**src/rtl/float_max_reduce_if.sv**
```systemverilog
// ---------------------------------------------------------------------------
// float_max_reduce_if
// Stream/configuration bundle for the float_max_reduce stage.
//
// Signals:
//   running    accelerator running; the stage advances only while high
//   run        one-cycle start pulse; latches configuration, restarts stage
//   in0        binary32 input sample
//   delay0     cycles to skip after run before the first sample is consumed
//   window     samples per window (0 behaves as 1)
//   out0       max of the last completed window, held between windows
//   out_valid  one-cycle pulse in the cycle out0 updates
//
// Modports:
//   master  drives stimulus/configuration, observes the result
//   slave   the reduction stage itself
// ---------------------------------------------------------------------------
interface float_max_reduce_if #(
    parameter int DATA_W  = 32,
    parameter int DELAY_W = 16,
    parameter int LEN_W   = 16
);
    logic               running;
    logic               run;
    logic [DATA_W-1:0]  in0;
    logic [DELAY_W-1:0] delay0;
    logic [LEN_W-1:0]   window;
    logic [DATA_W-1:0]  out0;
    logic               out_valid;

    modport master (
        output running, run, in0, delay0, window,
        input  out0, out_valid
    );

    modport slave (
        input  running, run, in0, delay0, window,
        output out0, out_valid
    );
endinterface

```
**src/rtl/float_max_reduce.sv**
```systemverilog
// ---------------------------------------------------------------------------
// float_max_reduce
// Streaming windowed max reduction over IEEE-754 binary32 samples. After a
// run pulse and a programmable start delay, every consecutive group of
// `window` samples is folded with an IEEE maxNum comparison and the result
// is published one cycle after the last sample of the group.
//
// Ports:
//   clk   clock
//   rst   synchronous, active-high reset
//   bus   float_max_reduce_if.slave (running, run, in0, delay0, window in;
//         out0, out_valid out)
// ---------------------------------------------------------------------------
module float_max_reduce #(
    parameter int DATA_W  = 32,
    parameter int DELAY_W = 16,
    parameter int LEN_W   = 16
) (
    input  logic              clk,
    input  logic              rst,
    float_max_reduce_if.slave bus
);

    localparam logic [DATA_W-1:0] QNAN = 32'h7FC0_0000;

    typedef enum logic [1:0] {
        IDLE,
        WAIT,
        ACCUM
    } stateT;

    stateT              r_state;
    logic [DELAY_W-1:0] r_delayCount;
    logic [LEN_W-1:0]   r_window;
    logic [LEN_W-1:0]   r_sampleCount;
    logic [DATA_W-1:0]  r_acc;
    logic               r_accValid;
    logic [DATA_W-1:0]  r_out;
    logic               r_outValid;

    logic [LEN_W-1:0]   w_sampleCountNext;
    logic [DATA_W-1:0]  w_accNext;
    logic               w_accValidNext;
    logic               w_windowDone;
    logic [DATA_W-1:0]  w_result;

    // A NaN has an all-ones exponent and a non-zero mantissa; infinities
    // (zero mantissa) are ordinary ordered values here.
    function automatic logic isNaN(input logic [DATA_W-1:0] v);
        return (v[30:23] == 8'hFF) && (v[22:0] != 23'd0);
    endfunction

    // Sign-magnitude ordering on raw bits. Differing signs: the positive one
    // wins, which also makes +0 beat -0. Same sign: larger magnitude wins for
    // positives, smaller magnitude wins for negatives. Denormals fall out of
    // the plain magnitude compare with no flushing.
    function automatic logic isGreater(input logic [DATA_W-1:0] a,
                                       input logic [DATA_W-1:0] b);
        if (a[31] != b[31])
            return !a[31];
        else if (!a[31])
            return a[30:0] > b[30:0];
        else
            return a[30:0] < b[30:0];
    endfunction

    // Fold the current sample into the accumulator. NaN samples are skipped
    // entirely, so the accumulator only ever holds ordered values and an
    // all-NaN window leaves it empty. The window is complete when this
    // sample brings the count up to the latched length.
    always_comb begin
        w_accNext         = r_acc;
        w_accValidNext    = r_accValid;
        w_sampleCountNext = r_sampleCount + LEN_W'(1);
        if (!isNaN(bus.in0)) begin
            if (!r_accValid || isGreater(bus.in0, r_acc))
                w_accNext = bus.in0;
            w_accValidNext = 1'b1;
        end
        w_windowDone = (w_sampleCountNext == r_window);
        w_result     = w_accValidNext ? w_accNext : QNAN;
    end

    // Control and datapath state. run restarts the stage from any state and
    // suppresses a window that would otherwise complete in the same cycle.
    // With running low nothing moves and out_valid stays low. The delay
    // counter reaching zero only switches to ACCUM; the first sample is taken
    // on the following running cycle, giving delay0+1 cycles from run.
    always_ff @(posedge clk) begin
        if (rst) begin
            r_state       <= IDLE;
            r_delayCount  <= '0;
            r_window      <= '0;
            r_sampleCount <= '0;
            r_acc         <= '0;
            r_accValid    <= 1'b0;
            r_out         <= '0;
            r_outValid    <= 1'b0;
        end else begin
            r_outValid <= 1'b0;
            if (bus.run) begin
                r_delayCount  <= bus.delay0;
                r_window      <= (bus.window == '0) ? LEN_W'(1) : bus.window;
                r_sampleCount <= '0;
                r_accValid    <= 1'b0;
                r_state       <= (bus.delay0 != '0) ? WAIT : ACCUM;
            end else if (bus.running) begin
                case (r_state)
                    IDLE: begin
                        r_state <= IDLE;
                    end
                    WAIT: begin
                        r_delayCount <= r_delayCount - DELAY_W'(1);
                        if (r_delayCount == DELAY_W'(1))
                            r_state <= ACCUM;
                    end
                    ACCUM: begin
                        if (w_windowDone) begin
                            r_out         <= w_result;
                            r_outValid    <= 1'b1;
                            r_sampleCount <= '0;
                            r_accValid    <= 1'b0;
                        end else begin
                            r_sampleCount <= w_sampleCountNext;
                            r_acc         <= w_accNext;
                            r_accValid    <= w_accValidNext;
                        end
                    end
                    default: begin
                        r_state <= IDLE;
                    end
                endcase
            end
        end
    end

    assign bus.out0      = r_out;
    assign bus.out_valid = r_outValid;

endmodule

```
**src/flat_wrapper.sv**
```systemverilog
// flat-port wrapper written by rule: the top's interface ports become plain ports
module float_max_reduce_flat 
#(
    parameter int DATA_W  = 32,
    parameter int DELAY_W = 16,
    parameter int LEN_W   = 16
)
  (clk, rst, bus_running, bus_run, bus_in0, bus_delay0, bus_window, bus_out0, bus_out_valid);
  float_max_reduce_if #(.DATA_W(DATA_W), .DELAY_W(DELAY_W), .LEN_W(LEN_W)) bus_i ();
  input  logic clk;
  input  logic rst;
  input wire logic [$bits(bus_i.running)-1:0] bus_running;
  input wire logic [$bits(bus_i.run)-1:0] bus_run;
  input wire logic [$bits(bus_i.in0)-1:0] bus_in0;
  input wire logic [$bits(bus_i.delay0)-1:0] bus_delay0;
  input wire logic [$bits(bus_i.window)-1:0] bus_window;
  output wire logic [$bits(bus_i.out0)-1:0] bus_out0;
  output wire logic [$bits(bus_i.out_valid)-1:0] bus_out_valid;
  assign bus_i.running = bus_running;
  assign bus_i.run = bus_run;
  assign bus_i.in0 = bus_in0;
  assign bus_i.delay0 = bus_delay0;
  assign bus_i.window = bus_window;
  assign bus_out0 = bus_i.out0;
  assign bus_out_valid = bus_i.out_valid;
  float_max_reduce #(.DATA_W(DATA_W), .DELAY_W(DELAY_W), .LEN_W(LEN_W)) u_core (.clk(clk), .rst(rst), .bus(bus_i));
endmodule
```
**config.mk**
```make
export PLATFORM = sky130hd
export DESIGN_NAME = float_max_reduce_flat
export DESIGN_NICKNAME = d
export VERILOG_FILES = /design/src/rtl/float_max_reduce_if.sv /design/src/rtl/float_max_reduce.sv /design/src/flat_wrapper.sv
export SDC_FILE = /design/constraint.sdc
export NUM_CORES = 1
export LEC_CHECK = 0
export ABC_AREA = 1
export ABC_CLOCK_PERIOD_IN_PS = 5600
export BUFFER_PORTS_ARGS = -buffer_cell sky130_fd_sc_hd__buf_2
export CORE_MARGIN = 2
export CORE_UTILIZATION = 40
export CTS_CLUSTER_SIZE = 14
export DETAILED_ROUTE_END_ITERATION = 8
export GPL_TIMING_DRIVEN = 0
export SYNTH_ARGS = -nofsm -noshare
export SYNTH_HDL_FRONTEND = slang
export SYNTH_SLANG_ARGS = --single-unit
```
**constraint.sdc**
```tcl
create_clock -name clk -period 5.6 [get_ports clk]
set_clock_uncertainty 0.15 [all_clocks]
set_input_delay 0.28 -clock clk [delete_from_list [all_inputs] [get_ports clk]]
set_output_delay 0.28 -clock clk [all_outputs]
set_load 0.1 [all_outputs]
```
==> metrics.md <==
| Metric | Value |
|---|---|
| Synthesized Nets | 1159 |
| Initial core utilization | 40.8% |
| Final setup vio count | 0 |
| Status | finished, final reports clean |
| # nets final | 1299 |
| Hold WC Path Type | in2reg |
| Total track usage | 23.6% |
| Root Buffer | clkbuf_16 |
| Final Non-Filler Cells | 1435 |
| CTS tree | done |
| Flop pwr share | 37.4% |
| Setup WS post-layout | 2.49 ns |
| DR vias/cell | 5.15 |
| Yosys warning count | 0 |
| CTS Buf Count | 17 |
| Placed instance count | 1382 |
| Clk pin slew, worst setup/hold paths | 0.06 ns |
| DRT antenna net count | 0 |
| CP Cell Sequence | inv_1 -> ha_1 -> nand2_1 -> nor3_1 -> nand2_1 -> nand2_1 -> nand2_1 -> nand2_1 -> nand2_1 -> nand2_1 -> nand2_1 -> nand2_1 -> nand2_1 -> clkbuf_1 -> o21ai_0 -> a21oi_1 |
| Internal power | 1.70 mW |
| DR vias | 7393 |
| Final Hold Violating Endpoints | 0 |
| RSZ-0062 raised after global routing | false |
| Most frequent cells in the layout | nand2_1, inv_1, dfxtp_1 |
| Global route overflow | 0 |
| TritonCTS sink count | 116 |
| Crit. Startpoint | u_core.r_acc[14] |
| Dpl hpwl | 16000 um |
| Worst R2R Start | u_core.r_acc[14] |
| Antenna diodes | 0 |
| Seq/Total Area, Yosys | 33.0% |
| Synthesized area per cell | 6.65 um^2 |
| Post-Syn Area | 7030 um^2 |
| WS Path Type | reg2reg |
| Post-cts resize count | 0 |
| H-Tree Level Count | 4 |
| Top_reg_cell synth | dfxtp_1 |
| First-pass DRT Iterations | 6 |
| Vias in the first global route | 6851 |
| Ys async rst share | 0% |
| Fin crit share | 55.6% |
| Relative slew slack | 30.8% |
| I/O Pins | 101 |
| Pwr Density | 266 nW/um^2 |
| MaxCap Viol Count | 0 |
| CP max FO | 10 |
| Slew Limit Fails | 0 |
| WL final | 21500 um |
| Most common cell after layout, fill and taps aside | nand2_1 |
| Worst Path Required | 5.75 ns |
| Post-synth EDFFs | 0 |
| P&R area growth vs syn | 23.0% |
| Die Y | 137 um |
| Cts hold-fix bufs | 21 |
| Die X | 137 um |
| Initial drt markers | 552 |
| Fmax | 0.321 GHz |
| Worst skew pair latency | 0.43 ns |
| Hold Startpoint | bus_window[11] |
| Switching pwr | 0.601 mW |
| Post-synthesis cell type count | 46 |
| Worst slew pin tran | 1.03 ns |
| Setup_tns | 0 ns |
| Post-Syn Instances | 1057 |
| Combinational group share of total power | 11.6% |
| Seq cells post-synth | 116 |
| Die ar. | 18600 um^2 |
| Share of cells above drive strength 1 | 16.3% |
| # port buffers | 100 |
| Pleak | 3.78 nW |
| CP endpoint kind | flip-flop |
| Floorplan row count | 48 |
| Drt wl/cell | 15.0 um |
| CP Launch Type | flip-flop |
| Peak VDD IR | 0.232 mV |
| First-pass GRT wire length | 34100 um |
| Largest net degree at the start of global routing | 17 |
| Drc violations | 0 |
| Post-CTS Setup Inserts | 0 |
| Tot Pwr | 2.30 mW |
| Sw Share | 26.1% |
| Antenna violations before repair | 0 |
| Slowest CP cell | o21ai_0 |
| Clock power frac | 51.0% |
| Core area | 17200 um^2 |
| Minimum clock period | 3.11 ns |
| CP most frequent cell | nand2_1 |
| CTS Buffer Depth | 2 |
| CP arrival | 3.26 ns |
| Worst path max stage delay | 0.35 ns |
| Pre-CTS WS | 2.52 ns |
| Final GP Congestion | 0.906 |
==> worst max-delay path: cells and delay by family, from the launching register on <==
family,cells,cell delay [ns]
buf+inv,2,0.37
simple gates,11,1.38
flops,1,0.33
compound gates,2,0.45
fa+ha+maj,1,0.29
==> through the flow <==
step | hold slack, ns | utilization, % | area (um^2)
3_3_place_gp | 0.302 | 45.3 | 7810
4_1_cts | 0.00434 | 50.2 | 8640
2_1_floorplan | 0.233 | - | 7030
5_1_grt | 0.0294 | 50.2 | 8640
3_5_place_dp | 0.307 | 45.3 | 7810
6_report | 0.00119 | 50.2 | 8640
==> flip-flops by register name (all words and copies together), names as in the netlist <==
register / count
u_core.r_state: 2
u_core.bus.out0: 32
u_core.r_acc: 32
u_core.r_accValid: 1
u_core.bus.out_valid: 1
u_core.r_delayCount: 16
u_core.r_window: 16
u_core.r_sampleCount: 16
==> synth_stat cells (3+ instances only) <==
master      n  share of area, %
nand4_1    17               1.5
nand3_2    20               2.8
and2_1      3              0.27
buf_1       3              0.16
a21o_1      3              0.32
inv_1     131               7.0
buf_2      10              0.71
nor4_1     14               1.2
o211ai_1    8              0.85
a21oi_2    10               1.2
nand3_1   101               7.2
nor2_1     77               4.1
o21ai_1     3              0.21
dfxtp_1   116                33
nand2_1   278                15
nor2_2      4              0.36
a21oi_1    94               6.7
inv_2       6              0.32
nand3b_1    3              0.32
clkbuf_1   25               1.3
ha_1       34               6.1
a31oi_1     5              0.45
clkinv_1    3              0.16
nor2_4      4              0.64
o21ai_0    51               3.6
nor3_1      8              0.57
==> cell type report <==
class | instances | area (um^2)
Clock buffer | 19 | 443
Sequential cell | 116 | 2320
Fill cell | 1802 | 8590
Multi-Input combinational cell | 760 | 3990
Inverter | 140 | 526
Tap cell | 225 | 282
Clock inverter | 13 | 183
Buffer | 41 | 193
Timing Repair Buffer | 121 | 711
==> layer usage <==
| metal | share of wire [%] | vias to the layer above | track usage [%] |
|---|---|---|---|
| li1 | - | 3770 | - |
| met1 | 46 | 3358 | 31.0 |
| met2 | 46 | 227 | 38.2 |
| met3 | 5.8 | 38 | 4.85 |
| met4 | 2.2 | 0 | 8.33 |
| met5 | 0 | - | 0 |
==> cells by family after synthesis <==
| group | count (synthesis) | share of synthesized area, % |
|---|---|---|
| simple gates | 538 | 35.3 |
| compound gates | 186 | 14.9 |
| flops | 116 | 33.0 |
| xor+xnor | 2 | 0.445 |
| buf+inv | 181 | 10.2 |
| fa+ha+maj | 34 | 6.05 |
==> final timing paths <==
check | slack [ns] | endpoint | depth (start not counted)
setup / recovery | 2.49 | u_core.bus.out0[27] | 16
hold / removal | 0.001 | u_core.r_window[11] | 3
setup reg to reg | 2.49 | u_core.bus.out0[27] | 16
hold reg to reg | 0.31 | u_core.bus.out0[2] | 2
==> power by group through the flow <==
| stage | sequential, mW | clock, mW | combinational (mW) |
|---|---|---|---|
| finish | 0.861 | 1.17 | 0.267 |
| CTS | 0.861 | 1.18 | 0.266 |
| global route | 0.863 | 1.22 | 0.301 |
| global placement | 0.878 | 0 | 0.250 |
| floorplan | 0.876 | 0 | 0.166 |
| detailed placement | 0.878 | 0 | 0.253 |
Note: power is estimated with default switching activity, not from simulation.
